`src/rtl/counter_pkg.sv`:
```
// -----------------------------------------------------------------------------
// counter_pkg
// Shared definitions for the counter library. The up and down counters import
// this package so that both use the same default modulus and the same state
// encoding.
//   state_e                : FSM state encoding (IDLE, RUN, DONE)
//   DEFAULT_COUNTER_NUMBER : default modulus; legal counts are 0 .. N-1
// -----------------------------------------------------------------------------
package counter_pkg;

    localparam int DEFAULT_COUNTER_NUMBER = 16;

    typedef enum logic [1:0] {
        ST_IDLE = 2'd0,
        ST_RUN  = 2'd1,
        ST_DONE = 2'd2
    } state_e;

endpackage : counter_pkg

```
`src/rtl/counter_down_timer.sv`:
```
// -----------------------------------------------------------------------------
// counter_down_timer
// Programmable down-counting timer. It holds a loadable reload value and
// counts down to zero on command. It raises a one-cycle terminal-count strobe
// when the count reaches zero. In one-shot mode it then stops in DONE. In
// periodic mode it reloads itself and keeps running.
//
// Parameters
//   COUNTER_NUMBER : modulus; legal count values are 0 .. COUNTER_NUMBER-1
//   WIDTH          : counter width; 2**WIDTH must be >= COUNTER_NUMBER
// Ports
//   clk         in   rising-edge clock
//   rst         in   asynchronous active-high reset
//   load_valid  in   request to write load_value into the reload register
//   load_value  in   new reload value (clamped to COUNTER_NUMBER-1)
//   load_ready  out  1 in IDLE/DONE, 0 in RUN (combinational)
//   start       in   begin a countdown from the reload value
//   pause       in   hold the count while running
//   stop        in   abort to IDLE (highest priority)
//   auto_reload in   periodic mode select, sampled at terminal count
//   count_out   out  current count (registered)
//   busy        out  state == RUN
//   done        out  state == DONE
//   tc_pulse    out  registered one-cycle terminal-count strobe
// -----------------------------------------------------------------------------
module counter_down_timer
    import counter_pkg::*;
#(
    parameter int COUNTER_NUMBER = DEFAULT_COUNTER_NUMBER,
    parameter int WIDTH          = 4
) (
    input  logic             clk,
    input  logic             rst,
    input  logic             load_valid,
    input  logic [WIDTH-1:0] load_value,
    output logic             load_ready,
    input  logic             start,
    input  logic             pause,
    input  logic             stop,
    input  logic             auto_reload,
    output logic [WIDTH-1:0] count_out,
    output logic             busy,
    output logic             done,
    output logic             tc_pulse
);

    localparam logic [WIDTH-1:0] MAX_COUNT  = WIDTH'(COUNTER_NUMBER - 1);
    // One bit wider than the load value so that a modulus of exactly
    // 2**WIDTH can be represented in the comparison.
    localparam logic [WIDTH:0]   LOAD_LIMIT = (WIDTH + 1)'(COUNTER_NUMBER);
    localparam logic [WIDTH-1:0] ZERO_COUNT = {WIDTH{1'b0}};
    localparam logic [WIDTH-1:0] ONE_COUNT  = WIDTH'(1);

    // Out-of-range reload requests saturate at the largest legal count.
    function automatic logic [WIDTH-1:0] clamp_load(input logic [WIDTH-1:0] value);
        logic [WIDTH-1:0] result;
        if ({1'b0, value} >= LOAD_LIMIT) begin
            result = MAX_COUNT;
        end else begin
            result = value;
        end
        return result;
    endfunction

    state_e           state_r;
    logic [WIDTH-1:0] count_r;
    logic [WIDTH-1:0] reload_r;
    logic             tc_r;

    logic             load_ready_s;
    logic             load_accept_s;
    logic [WIDTH-1:0] load_clamped_s;
    logic [WIDTH-1:0] start_value_s;

    // Load handshake: the reload register is writable only while not running.
    always_comb begin
        load_ready_s = 1'b0;
        case (state_r)
            ST_IDLE: load_ready_s = 1'b1;
            ST_DONE: load_ready_s = 1'b1;
            ST_RUN:  load_ready_s = 1'b0;
            default: load_ready_s = 1'b0;
        endcase
    end

    // A load that coincides with start takes effect for that very start.
    always_comb begin
        load_accept_s  = load_valid & load_ready_s;
        load_clamped_s = clamp_load(load_value);
        start_value_s  = reload_r;
        if (load_accept_s) begin
            start_value_s = load_clamped_s;
        end else begin
            start_value_s = reload_r;
        end
    end

    // Reload register. stop does not block a load, because load_ready alone
    // qualifies the write.
    always_ff @(posedge clk or posedge rst) begin
        if (rst) begin
            reload_r <= MAX_COUNT;
        end else if (load_accept_s) begin
            reload_r <= load_clamped_s;
        end else begin
            reload_r <= reload_r;
        end
    end

    // Timer FSM with its count and terminal-count strobe.
    always_ff @(posedge clk or posedge rst) begin
        if (rst) begin
            state_r <= ST_IDLE;
            count_r <= ZERO_COUNT;
            tc_r    <= 1'b0;
        end else begin
            tc_r <= 1'b0;
            if (stop) begin
                // stop wins over start, pause and terminal count.
                state_r <= ST_IDLE;
                count_r <= ZERO_COUNT;
            end else begin
                case (state_r)
                    ST_IDLE, ST_DONE: begin
                        if (start) begin
                            state_r <= ST_RUN;
                            count_r <= start_value_s;
                        end else begin
                            state_r <= state_r;
                            count_r <= count_r;
                        end
                    end
                    ST_RUN: begin
                        if (pause) begin
                            // A paused zero does not fire.
                            count_r <= count_r;
                        end else if (count_r != ZERO_COUNT) begin
                            count_r <= count_r - ONE_COUNT;
                        end else begin
                            tc_r <= 1'b1;
                            if (auto_reload) begin
                                count_r <= reload_r;
                            end else begin
                                state_r <= ST_DONE;
                                count_r <= ZERO_COUNT;
                            end
                        end
                    end
                    default: begin
                        // Unreachable encoding: fall back to a safe idle.
                        state_r <= ST_IDLE;
                        count_r <= ZERO_COUNT;
                    end
                endcase
            end
        end
    end

    assign load_ready = load_ready_s;
    assign count_out  = count_r;
    assign tc_pulse   = tc_r;
    assign busy       = (state_r == ST_RUN);
    assign done       = (state_r == ST_DONE);

endmodule : counter_down_timer

```
`config.mk`:
```
export PLATFORM = sky130hd
export DESIGN_NAME = counter_down_timer
export DESIGN_NICKNAME = d
export VERILOG_FILES = /design/src/rtl/counter_pkg.sv /design/src/rtl/counter_down_timer.sv
export SDC_FILE = /design/constraint.sdc
export NUM_CORES = 1
export LEC_CHECK = 0
export ABC_AREA = 1
export BUFFER_PORTS_ARGS = -buffer_cell sky130_fd_sc_hd__buf_2
export CAP_MARGIN = 40
export CORE_ASPECT_RATIO = 1.4
export CORE_MARGIN = 1
export CORE_UTILIZATION = 31
export DETAILED_ROUTE_END_ITERATION = 10
export PLACE_DENSITY = 0.59
export SYNTH_ARGS = -nofsm -noshare
export SYNTH_HDL_FRONTEND = slang
export SYNTH_SLANG_ARGS = --single-unit
export TNS_END_PERCENT = 30
```
`constraint.sdc`:
```
create_clock -name clk -period 1.5 [get_ports clk]
set_input_delay 0.075 -clock clk [delete_from_list [all_inputs] [get_ports clk]]
set_output_delay 0.075 -clock clk [all_outputs]
set_load 0.005 [all_outputs]
```
# [Word-level counts from Yosys, hierarchy flattened]
# Index checks and enable logic that the tools add are counted.
[op_classes] addsub=1 eq_ne=6 muxes=18 bitwise=1 reduce_logical=5
[ops] op="4-bit two-way mux" n=6
[ops] op="2-bit two-way mux" n=5
[ops] op="3-bit != test (second input constant)" n=3
[ops] op="4-bit one-hot mux with 2 select lines" n=1
[ops] op="1-bit two-way mux" n=5
[ops] op="2-bit one-hot mux with 2 select lines" n=1
[ops] op="4-bit AND reduction" n=1
[ops] op="4-bit nonzero test" n=1
[ops] op="4-bit by 1-bit subtractor with 4-bit output (second input constant)" n=1
[ops] op="3-bit by 1-bit != test with 1-bit output (second input constant)" n=1
[ops] op="2-bit by 1-bit == test with 1-bit output (second input constant)" n=1
[ops] op="2-bit == test (second input constant)" n=1
[ops] op="2-bit zero test" n=1
[ops] op="2-bit AND reduction" n=1
[ops] op="2-bit OR reduction" n=1
[ops] op="1-bit AND" n=1
[word_totals] ff_bits=11 in_bits=11 out_inout_bits=8 word_cells=35

# [Longest topological paths before layout]
[logic_depth] word_depth=8 depth_mapped=10 depth_no_buf=10

# [Worst setup path after synthesis]
# No wires, ideal clock.
[synth_timing] path_type="register to register" start="register count_r[0] (netlist: count_out[0])" end="register state_r[1]" setup_time_ns=0.117 t_arrival_ns=1.178 t_required_ns=1.383 slack_ns=0.205 path_stages_with_launch=8 path_buffers=0 synth_period_minus_slack_ns=1.295 cell_sequence="dfrtp_1 > inv_1 > ha_1 > nand2_1 > o21ai_2 > nand2_1 > nand2_1 > nand2_1"
[synth_via] elab_chain_cells=3
[synth_lines] item="start: declaration" line="counter_down_timer.sv:66" source="logic [WIDTH-1:0] count_r;"
[synth_lines] item="start signal: assignment" line="counter_down_timer.sv:127" source="count_r <= start_value_s;"
[synth_lines] item="start signal: assignment" line="counter_down_timer.sv:130" source="count_r <= count_r;"
[synth_lines] item="start signal: assignment" line="counter_down_timer.sv:136" source="count_r <= count_r;"
[synth_lines] item="4-bit nonzero test" line="counter_down_timer.sv:137" source="end else if (count_r != ZERO_COUNT) begin"
[synth_lines] item="3-bit != test (no source line)"
[synth_lines] item="4-bit AND reduction (no source line)"
[synth_lines] item="end signal: assignment" line="counter_down_timer.sv:129" source="state_r <= state_r;"
[synth_lines] item="end: declaration" line="counter_down_timer.sv:65" source="state_e state_r;"
# Every way passes these cells.
# A chain may end at the register's enable or synchronous reset.

# [Worst setup path after layout]
[layout_timing] start="register count_r[1] (netlist: count_out[1])" end="register state_r[1]"
# The elaborated chain is that of the path after synthesis.

==> summary.md <==
| Metric | Value |
|---|---|
| Final setup TNS | `0 ns` |
| CTS H-tree lvls | `1` |
| Vias | `~710` |
| Post-layout net count | `139` |
| Min-Delay Startpoint | `pause` |
| Final worst-path cycle share | `87.6%` |
| Number of synthesized flops with an enable pin | `0` |
| Slew HR | `a little under three quarters` |
| Setup Fix Bufs, Post-CTS | `0` |
| Syn Inst Count | `slightly above 100` |
| Share of layout cells above drive strength 1 | `between 30% and 40%` |
| Post-Synth XOR/XNOR Area | `0%` |
| Largest net degree at the start of global routing | `12` |
| Final setup violation count | `0` |
| CP Data Required Time | `1.65 ns` |
| P_leak | `between 0.0004 and 0.0005 uW` |
| Ports | `19` |
| Antenna Nets Post-Route | `0` |
| Async SR Flop Fraction | `100%` |
| Highest clock rate | `about 0.76 GHz` |
| Synth unique cells | `20` |
| FF-to-FF Start | `count_out[1]` |
| Syn nets | `115` |
| Initial Util | `between 30 and 40%` |
| Core Util, Final | `around two fifths` |
| Number of port buffers | `18` |
| WL per Instance | `10.8 um` |
| Clock latency on the worst-skew pair | `~0.26 ns` |
| TritonCTS Buffers | `3` |
| Post-Synth Adder-Cell Area | `3.48%` |
| Vias in the first global route | `between 600 and 700` |
| All-layer global routing usage | `between 10% and 20%` |
| Root Driver | `clkbuf_4` |
| Post-Synth Simple-Gate Area | `between 30% and 40%` |
| CTS Buffer Depth | `2` |
| Final-report max-slew violation count | `0` |
| Synth Area in Compound Gates | `9.76%` |
| Main synth FF type | `dfrtp_1` |
| Sink Count | `11` |
| DR pass1 iterations | `4` |
| Register-to-register setup slack | `about 0.19 ns` |
| Initial antenna violation count | `0` |
| DR vias/cell | `between 4 and 5` |
| Clock Skews | `between 0.003 and 0.004 ns` |
| Pwr/cell area | `2030 mW/mm2` |
| Number of remaining DRC errors | `0` |
| Commonest non-fill, non-tap cell in the layout | `nand2_1` |
| Slew @ Worst Pin | `between 0.4 and 0.5 ns` |
| Status | `complete, no violations` |
| Seq cells post-synth | `11` |
| DIE AREA | `0.00252 mm2` |
| First-pass GRT wire length | `around 2700 um` |
| Crit. End Element | `flip-flop` |
| Final Total Pwr | `1790 uW` |
| Fin area | `885 um2` |
| DP Area | `between 800 and 900 um2` |
| Fin. Hold Viols | `0` |
| Die width | `around 43 um` |
| Crit Reg-Reg Endpoint | `state_r[1]` |
| Min-Delay Endpoint | `tc_pulse` |
| Mux cell area share after synthesis | `0%` |
| Sequential share of the synthesized area | `between 30% and 40%` |
| Clock transition at the registers of the reported paths | `0.06 ns` |
| Maxcap violations | `0` |
| CTS tree | `built` |
| Post-DP HPWL | `between 1000 and 1500 um` |
| Area delta synth->final | `23.2%` |
| Final Critical Period | `1.31 ns` |
| Peak VDD IR | `about 840 uV` |
| DR iter-0 viols | `19` |
| Routability cong. | `approximately 0.76` |
| Maximum net fanout on the critical path | `6` |
| Die Ht | `59.0 um` |
| Yosys Warn Count | `0` |
| Fillcell total | `~230` |
| R2R cell count | `7` |
| Synthesized area | `718 um2` |
| Largest family of logic cells by synthesized area | `simple AND/OR/NAND/NOR gates` |
| RSZ-0062 raised after global routing | `false` |
| Worst Setup Start Kind | `flip-flop` |
| Worst hold path class | `input pin to flip-flop` |
| Average cell area after synthesis | `a little over 7 um2` |
| Final WL | `approximately 1600 um` |
| Most frequent cells in the layout | `nand2_1, buf_2, inv_1` |
| Worst hold stages | `2` |
| Diode count | `0` |
| GR Overflow Total | `0` |
| Arr. time, crit path | `1.46 ns` |
| Core area | `between 0.002 and 0.0025 mm2` |
| Row cnt | `20` |
| Final worst setup slack | `approximately 0.19 ns` |
| Critical path type | `flip-flop to flip-flop` |
| Pre-CTS WS | `around 0.09 ns` |
[per-layer routing]
| metal | track usage, % | vias up | part of all wire [%] |
|---|---|---|---|
| li1 | - | 364 | - |
| met1 | 15.6 | 336 | 41 |
| met2 | 25.5 | 10 | 55 |
| met3 | 1.23 | 2 | 2.3 |
| met4 | 8.04 | 0 | 1.0 |
| met5 | 0 | - | 0 |
[timing repair]
| item | in CTS | in global routing |
|---|---|---|
| gates resized for setup | 0 | 5 |
| setup endpoints to repair | 0 | 5 |
| hold buffers | 1 | 0 |
| endpoints found under the hold margin | 7 | 0 |
[through the flow]
step	hold WS, ns	cells
2_1_floorplan	-0.0754	102
3_3_place_gp	0.0908	142
3_5_place_dp	0.0842	142
4_1_cts	0.0159	147
5_1_grt	0.0233	147
6_report	0.0300	147
[area by class of cell]
class	instances	area, um2	area share [%]
timing repair buffer	19	100	11.3
tap	22	27.5	3.11
clock buffer	4	26.3	2.97
inverter	18	67.6	7.64
multi-input combinational	73	383	43.3
sequential	11	280	31.7
[flip-flops by register name, summed over array words and instances (netlist names)]
| register | cells |
|---|---|
| reload_r | 4 |
| state_r | 2 |
| tc_pulse | 1 |
| count_out | 4 |
[how the worst max path moves through the flow]
stage	from	endpoint	slack (ns)	cells after the start
floorplan	count_out[0]	state_r[1]	0.21	7
global placement	count_out[0]	state_r[1]	0.13	7
detailed placement	count_out[0]	state_r[1]	0.09	7
CTS	count_out[0]	state_r[1]	0.08	7
global route	count_out[1]	count_out[1]	0.01	8
finish	count_out[1]	state_r[1]	0.19	7
[logic make-up after synthesis]
kind of cell,after synthesis
adder cells (fa/ha/maj),2
buffers and inverters,18
flip-flops,11
AO/OA/AOI/OAI,11
AND/OR/NAND/NOR,60
[synth_stat cells, types with 2 or more instances]
cell	instances	area share, %
o21ai_0	4	2.8
o211ai_1	2	2.1
dfstp_2	4	15
nor2_1	3	1.6
ha_1	2	3.5
nand3_1	9	6.3
inv_2	2	1.0
inv_1	15	7.8
nor2_2	3	2.6
nand2_1	39	20
o21a_1	2	2.1
nand2_2	3	2.6
dfrtp_1	7	24
[worst max-delay path, stage by stage (launching register included)]
cell and delay [ns]:
dfrtp_1 0.41, inv_1 0.14, ha_4 0.18, nand2_1 0.13, o21ai_2 0.19, nand2_1 0.07
nand2_1 0.06, nand2_1 0.04
[power by group]
group	internal [uW]	switching (uW)	leakage [uW]
combinational	394	614	0.000346
sequential	463	134	0.000134
clock	102	84.1	0.0000150
total	960	832	0.000495
No activity file was read; power rests on OpenSTA's default activity.
